File: src/rtl/link_rr_arbiter.sv
// link_rr_arbiter: round-robin, packet-locking arbiter that shares one
// valid/stall link among P requesters. It feeds the write side of a mesochronous
// FIFO. A winner keeps the link until it sends a word with last=1.
// Optional per-requester packet counters: define LINK_RR_ARBITER_STATS_EN.
module link_rr_arbiter #(
    parameter int N  = 32,
    parameter int P  = 4,
    parameter int PW = 2
) (
    input  logic           clk,
    input  logic           rst_n,
    input  logic [P*N-1:0] i_data,
    input  logic [P-1:0]   i_last,
    input  logic [P-1:0]   i_valid,
    output logic [P-1:0]   o_stall,
    output logic [N-1:0]   o_data,
    output logic           o_last,
    output logic           o_valid,
    input  logic           i_stall,
    output logic [P-1:0]   o_grant,
    output logic           o_busy
`ifdef LINK_RR_ARBITER_STATS_EN
    ,
    input  logic            i_cnt_clr,
    output logic [P*16-1:0] o_pkt_cnt
`endif
);

    typedef enum logic {IDLE, LOCK} state_t;

    state_t          state_q, state_d;
    logic [PW-1:0]   rr_q, rr_d;
    logic [PW-1:0]   own_q, own_d;

    logic            found;
    logic [PW-1:0]   win;
    logic [PW:0]     cand;
    logic [PW-1:0]   sel;
    logic [P-1:0]    grant;
    logic            valid;
    logic            busy;
    logic            xfer;

    // Pointer increment modulo P; also correct when P is not a power of two.
    function automatic logic [PW-1:0] ptr_inc(input logic [PW-1:0] p);
        return (p == PW'(P - 1)) ? '0 : p + PW'(1);
    endfunction

    // Round-robin search starting at rr_q; scanned from the far end so the
    // requester closest to rr_q overwrites the others and wins.
    always_comb begin
        found = 1'b0;
        win   = '0;
        cand  = '0;
        for (int i = P - 1; i >= 0; i--) begin
            cand = {1'b0, rr_q} + (PW + 1)'(i);
            if (cand >= (PW + 1)'(P)) cand = cand - (PW + 1)'(P);
            if (i_valid[cand[PW-1:0]]) begin
                found = 1'b1;
                win   = cand[PW-1:0];
            end
        end
    end

    // Next-state and link outputs; an IDLE grant is not remembered unless a
    // non-last word actually transfers.
    always_comb begin
        state_d = state_q;
        rr_d    = rr_q;
        own_d   = own_q;
        sel     = own_q;
        grant   = '0;
        valid   = 1'b0;
        busy    = 1'b0;
        case (state_q)
            IDLE: begin
                if (found) begin
                    sel   = win;
                    grant = P'(1) << win;
                    valid = i_valid[win];
                    if (valid && !i_stall) begin
                        if (i_last[win]) begin
                            rr_d = ptr_inc(win);
                        end else begin
                            state_d = LOCK;
                            own_d   = win;
                        end
                    end
                end
            end
            LOCK: begin
                sel   = own_q;
                grant = P'(1) << own_q;
                valid = i_valid[own_q];
                busy  = 1'b1;
                if (valid && !i_stall && i_last[own_q]) begin
                    state_d = IDLE;
                    rr_d    = ptr_inc(own_q);
                end
            end
            default: state_d = IDLE;
        endcase
        // Hold the link quiet while in reset, even if requesters are valid.
        if (!rst_n) begin
            grant = '0;
            valid = 1'b0;
            busy  = 1'b0;
        end
    end

    // Data/last mux from the selected requester.
    always_comb begin
        o_data = '0;
        o_last = 1'b0;
        for (int k = 0; k < P; k++) begin
            if (sel == PW'(k)) begin
                o_data = i_data[k*N +: N];
                o_last = i_last[k];
            end
        end
    end

    assign o_grant = grant;
    assign o_valid = valid;
    assign o_busy  = busy;
    assign o_stall = ~grant | {P{i_stall}};
    assign xfer    = valid & ~i_stall;

    // State, round-robin pointer and owner registers.
    always_ff @(posedge clk or negedge rst_n) begin
        if (!rst_n) begin
            state_q <= IDLE;
            rr_q    <= '0;
            own_q   <= '0;
        end else begin
            state_q <= state_d;
            rr_q    <= rr_d;
            own_q   <= own_d;
        end
    end

`ifdef LINK_RR_ARBITER_STATS_EN
    logic [P-1:0][15:0] cnt_q, cnt_d;

    // Saturating completed-packet counters; clear wins over an increment.
    always_comb begin
        cnt_d = cnt_q;
        for (int k = 0; k < P; k++) begin
            if (i_cnt_clr) begin
                cnt_d[k] = '0;
            end else if (xfer && o_last && grant[k] && cnt_q[k] != 16'hFFFF) begin
                cnt_d[k] = cnt_q[k] + 16'd1;
            end
        end
    end

    // Counter registers.
    always_ff @(posedge clk or negedge rst_n) begin
        if (!rst_n) cnt_q <= '0;
        else        cnt_q <= cnt_d;
    end

    assign o_pkt_cnt = cnt_q;
`endif

endmodule

File: config.mk
export PLATFORM = sky130hd
export DESIGN_NAME = link_rr_arbiter
export DESIGN_NICKNAME = d
export VERILOG_FILES = /design/src/rtl/link_rr_arbiter.sv
export SDC_FILE = /design/constraint.sdc
export NUM_CORES = 1
export LEC_CHECK = 0
export ABC_AREA = 1
export CAP_MARGIN = 40
export CORE_UTILIZATION = 29
export CTS_CLUSTER_SIZE = 25
export DETAILED_ROUTE_END_ITERATION = 10
export GPL_ROUTABILITY_DRIVEN = 0
export PLACE_DENSITY_LB_ADDON = 0.12
export SLEW_MARGIN = 20
export SYNTH_ARGS = -nofsm -noshare
export SYNTH_HDL_FRONTEND = slang
export SYNTH_SLANG_ARGS = --single-unit
export TNS_END_PERCENT = 20
File: constraint.sdc
create_clock -name clk -period 2.65 [get_ports clk]
set_input_delay 0.53 -clock clk [delete_from_list [all_inputs] [get_ports clk]]
set_output_delay 0.53 -clock clk [all_outputs]
set_load 0.005 [all_outputs]
==> impl_metrics.json <==
{
  "ff2ff_path_depth": 17,
  "synth_ff_type": "sky130_fd_sc_hd__dfrtp_1",
  "holdCritPathClass": "flop to flop",
  "timing_worst_setup_path_type": "flop to output port",
  "timing.critical_path.slowest_cell_delay_ns": 0.43,
  "avgSynthCellArea_sq_um": 5.32,
  "crit_required_ns": 2.12,
  "leading_cell_types_by_total_area_after_synthesis": "sky130_fd_sc_hd__nand2_1, sky130_fd_sc_hd__nand4_1, sky130_fd_sc_hd__dfrtp_1",
  "timing.critical_path.from": "rr_q[0]",
  "worstMarginPinSlew_ns": 0.326,
  "synthCells": 322,
  "antennaDiodeCount": 0,
  "most_numerous_cell_in_the_yosys_netlist": "sky130_fd_sc_hd__nand2_1",
  "crit_top_cell": "sky130_fd_sc_hd__nand2_4",
  "grt_start_max_net_pins": 23,
  "initial_core_util_pct": 30.6,
  "ios": 182,
  "switching_share_pct": 48.2,
  "dp.final_hpwl_mm": 6.78,
  "finalHoldViolations": 0,
  "clock_power_share_pct": 2.3,
  "number_of_antenna_violations_at_the_first_check_in_global_routing": 0,
  "wl_mm": 9.52,
  "postRouteAntennaNets": 0,
  "route.detailed.drc": 0,
  "worstSkewPairLatency_ns": 0.21,
  "ys_seq_elements": 5,
  "area_growth_pct": 143,
  "final_net_count": 699,
  "dr.pass1.iters": 4,
  "combinational_group_share_of_total_power_pct": 94.6,
  "setup-violations-final": 39,
  "cap_violations": 0,
  "dr_total_vias": 3096,
  "synthesis_warning_total": 0,
  "peakVddDrop_v": 0.000805,
  "post_synth_num_cell_types": 25,
  "final_layout_size_suffix_gt1_share_pct": 30.0,
  "finalWorstPathRequiredPeriod_ns": 2.93,
  "ys_seq_area_share_pct": 7.30,
  "report.power.total_uw": 5860,
  "crit_path_end_kind": "output port",
  "clockRootBuffer": "sky130_fd_sc_hd__clkbuf_8",
  "timing.critical_path.from_type": "flop",
  "reg2reg_to": "own_q[1]",
  "power_density_mw_per_mm2": 1410,
  "crit_fanout": 11,
  "globalRouteOverflowTotal": 0,
  "timing.final.crit_share_pct": 111,
  "cts_tree": "done",
  "timing.critical_path.buf_inv": 7,
  "failed_checks": "negative setup slack",
  "number_of_cells_on_the_critical_path": 17,
  "top_family_by_delay_on_critical_path": "buffers and inverters",
  "finalSetupTns_ns": -7.06,
  "cts.path.max_buffers": 2,
  "power_frac_seq_pct": 3.1,
  "switchingPower_uw": 2830,
  "die_width_um": 78.9,
  "numClockSinks": 5,
  "route.detailed.vias_per_inst": 4.95,
  "synth.top_cells.by_count": "sky130_fd_sc_hd__nand2_1, sky130_fd_sc_hd__nand4_1, sky130_fd_sc_hd__nand3_1",
  "unrepaired_setup_endpoints_after_global_routing": "yes",
  "final.hold.worst_slack_ns": 0.596,
  "internal-power_uw": 3040,
  "die_area_sq_mm": 0.00622,
  "floorplan.rows": 27,
  "status": "complete, but fails checks",
  "synth_top_cell_area_share_pct": 39.4,
  "cts-buffers-inserted": 3,
  "cp_cell_sequence": "buf_6, nand2_4, nand2_4, nand2_4, buf_4, buf_4, nand3_2, nand2_4, nand2_4, nand2_4, inv_4, nor2_4, buf_4, buf_12, nand2_1, nand4_1, clkdlybuf4s15_2",
  "grt_first_pass_wirelength_mm": 13.6,
  "cp-endpoint": "o_data[12]",
  "synth-edff-count": 0,
  "clk_transition_reported_paths_ns": 0.03,
  "final.fill_count": 446,
  "timing.max_slew.rel_slack_pct": 78.2,
  "cp_data_arrival_time_ns": 2.40,
  "worst-r2r-setup-slack_ns": 0.54,
  "power.leakage_uw": 0.00192,
  "fin_skew_ns": 0.00150,
  "cts-htree-levels": 1,
  "count_of_input_and_output_buffers": 181,
  "post_drt_wl_per_cell_um": 15.2,
  "max_clock_freq_mhz": 341,
  "synth_area_leader_cell": "sky130_fd_sc_hd__nand2_1",
  "mappedNetlistArea_sq_mm": 0.00171,
  "via_count_of_the_first_global_routing_pass": 2848,
  "overall_routing_resource_usage_pct": 27.1,
  "reg2reg_from": "rr_q[0]",
  "postSynth.asyncResetShare_pct": 100,
  "report.final.slew_viol_count": 0,
  "layout_setup_ws_ns": -0.282,
  "chipHeight_um": 78.9,
  "cp_slowest_cell": "sky130_fd_sc_hd__dfrtp_2",
  "drt-initial-drc-count": 118,
  "placeableCoreArea_sq_mm": 0.00561,
  "synth.net_count": 467
}
-- area by class of cell --
| type | count | area, sq um | share of cell area, % |
|---|---|---|---|
| clock buffers | 4 | 45.0 | 1.08 |
| flip-flops and latches | 5 | 126 | 3.04 |
| multi-input cells | 283 | 1560 | 37.4 |
| inverters | 21 | 83.8 | 2.01 |
| well taps | 72 | 90.1 | 2.16 |
| repair buffers | 240 | 2260 | 54.3 |
-- cell families after synthesis --
logic type                 count (synthesis)  synth area share (%)
buffers and inverters                     34                  11.8
DFF                                        5                  7.30
adders and majority gates                  6                  4.38
and+or+nand+nor                          258                  68.7
AOI/OAI and AO/OA                         19                  7.81
-- layer usage --
layer  GRT usage [%]  part of all wire [%]  wire length, um  vias to the layer above
li1                -                     -                -                     1528
met1            29.8                    39             3670                     1428
met2            52.7                    51             4850                      124
met3            5.40                   8.9              847                       16
met4            6.18                   1.6              157                        0
met5               0                     0                0                        -
-- stage by stage --
| stage | utilization, % | setup slack (ns) | instances | cell area, sq um |
|---|---|---|---|---|
| 5_1_grt | 74.2 | -0.379 | 625 | 4160 |
| 6_report | 74.2 | -0.282 | 625 | 4160 |
| 3_5_place_dp | 67.1 | -0.850 | 590 | 3760 |
| 2_1_floorplan | - | 0.274 | 322 | 1710 |
| 4_1_cts | 70.0 | -0.447 | 610 | 3920 |
| 3_3_place_gp | 67.1 | -0.792 | 590 | 3760 |
-- worst min-delay path, stage by stage, from the launching register on --
cell and delay (ns):
sky130_fd_sc_hd__dfrtp_1 0.41, sky130_fd_sc_hd__nand2_1 0.08, sky130_fd_sc_hd__nand2_1 0.06
-- power groups by stage --
stage          Clock [uW]  Sequential [uW]  Combinational [uW]
2_1_floorplan           0              159                2360
3_3_place_gp            0              166                4810
3_5_place_dp            0              167                4880
4_1_cts               138              171                4870
5_1_grt               144              184                5990
6_report              135              179                5550
-- repair_timing --
item / 4_1_cts / 5_1_grt
hold buffers: 0 / 0
setup endpoints to repair: 42 / 42
gates resized for setup: 199 / 44
pin swaps: 21 / 43
setup buffers: 14 / 16
cloned: 2 / 3
-- flip-flops by register name, summed over array words and instances, names as in the netlist --
name,flops
state_q,1
own_q,2
rr_q,2
-- worst min-delay path by stage --
stage                        from        to  slack, ns  depth (start not counted)
after global placement    rr_q[1]   rr_q[1]       0.54                          2
after detailed placement  rr_q[1]   rr_q[1]       0.57                          2
after global routing      rr_q[1]   rr_q[1]       0.65                          2
after floorplan             rst_n  own_q[0]       0.23                          0
final                     rr_q[1]   rr_q[1]       0.60                          2
after CTS                 rr_q[1]   rr_q[1]       0.58                          2
-- placed cells by master, fill, tap and decap left out, types with 7 or more instances in the layout --
master                            count
sky130_fd_sc_hd__buf_12               7
sky130_fd_sc_hd__buf_2               37
sky130_fd_sc_hd__buf_4               33
sky130_fd_sc_hd__buf_6               16
sky130_fd_sc_hd__clkdlybuf4s50_1    135
sky130_fd_sc_hd__inv_1               10
sky130_fd_sc_hd__inv_2                9
sky130_fd_sc_hd__nand2_1            156
sky130_fd_sc_hd__nand2_2             23
sky130_fd_sc_hd__nand2_4             12
sky130_fd_sc_hd__nand3_1             14
sky130_fd_sc_hd__nand4_1             37
Note: power is estimated with default switching activity, not from simulation.
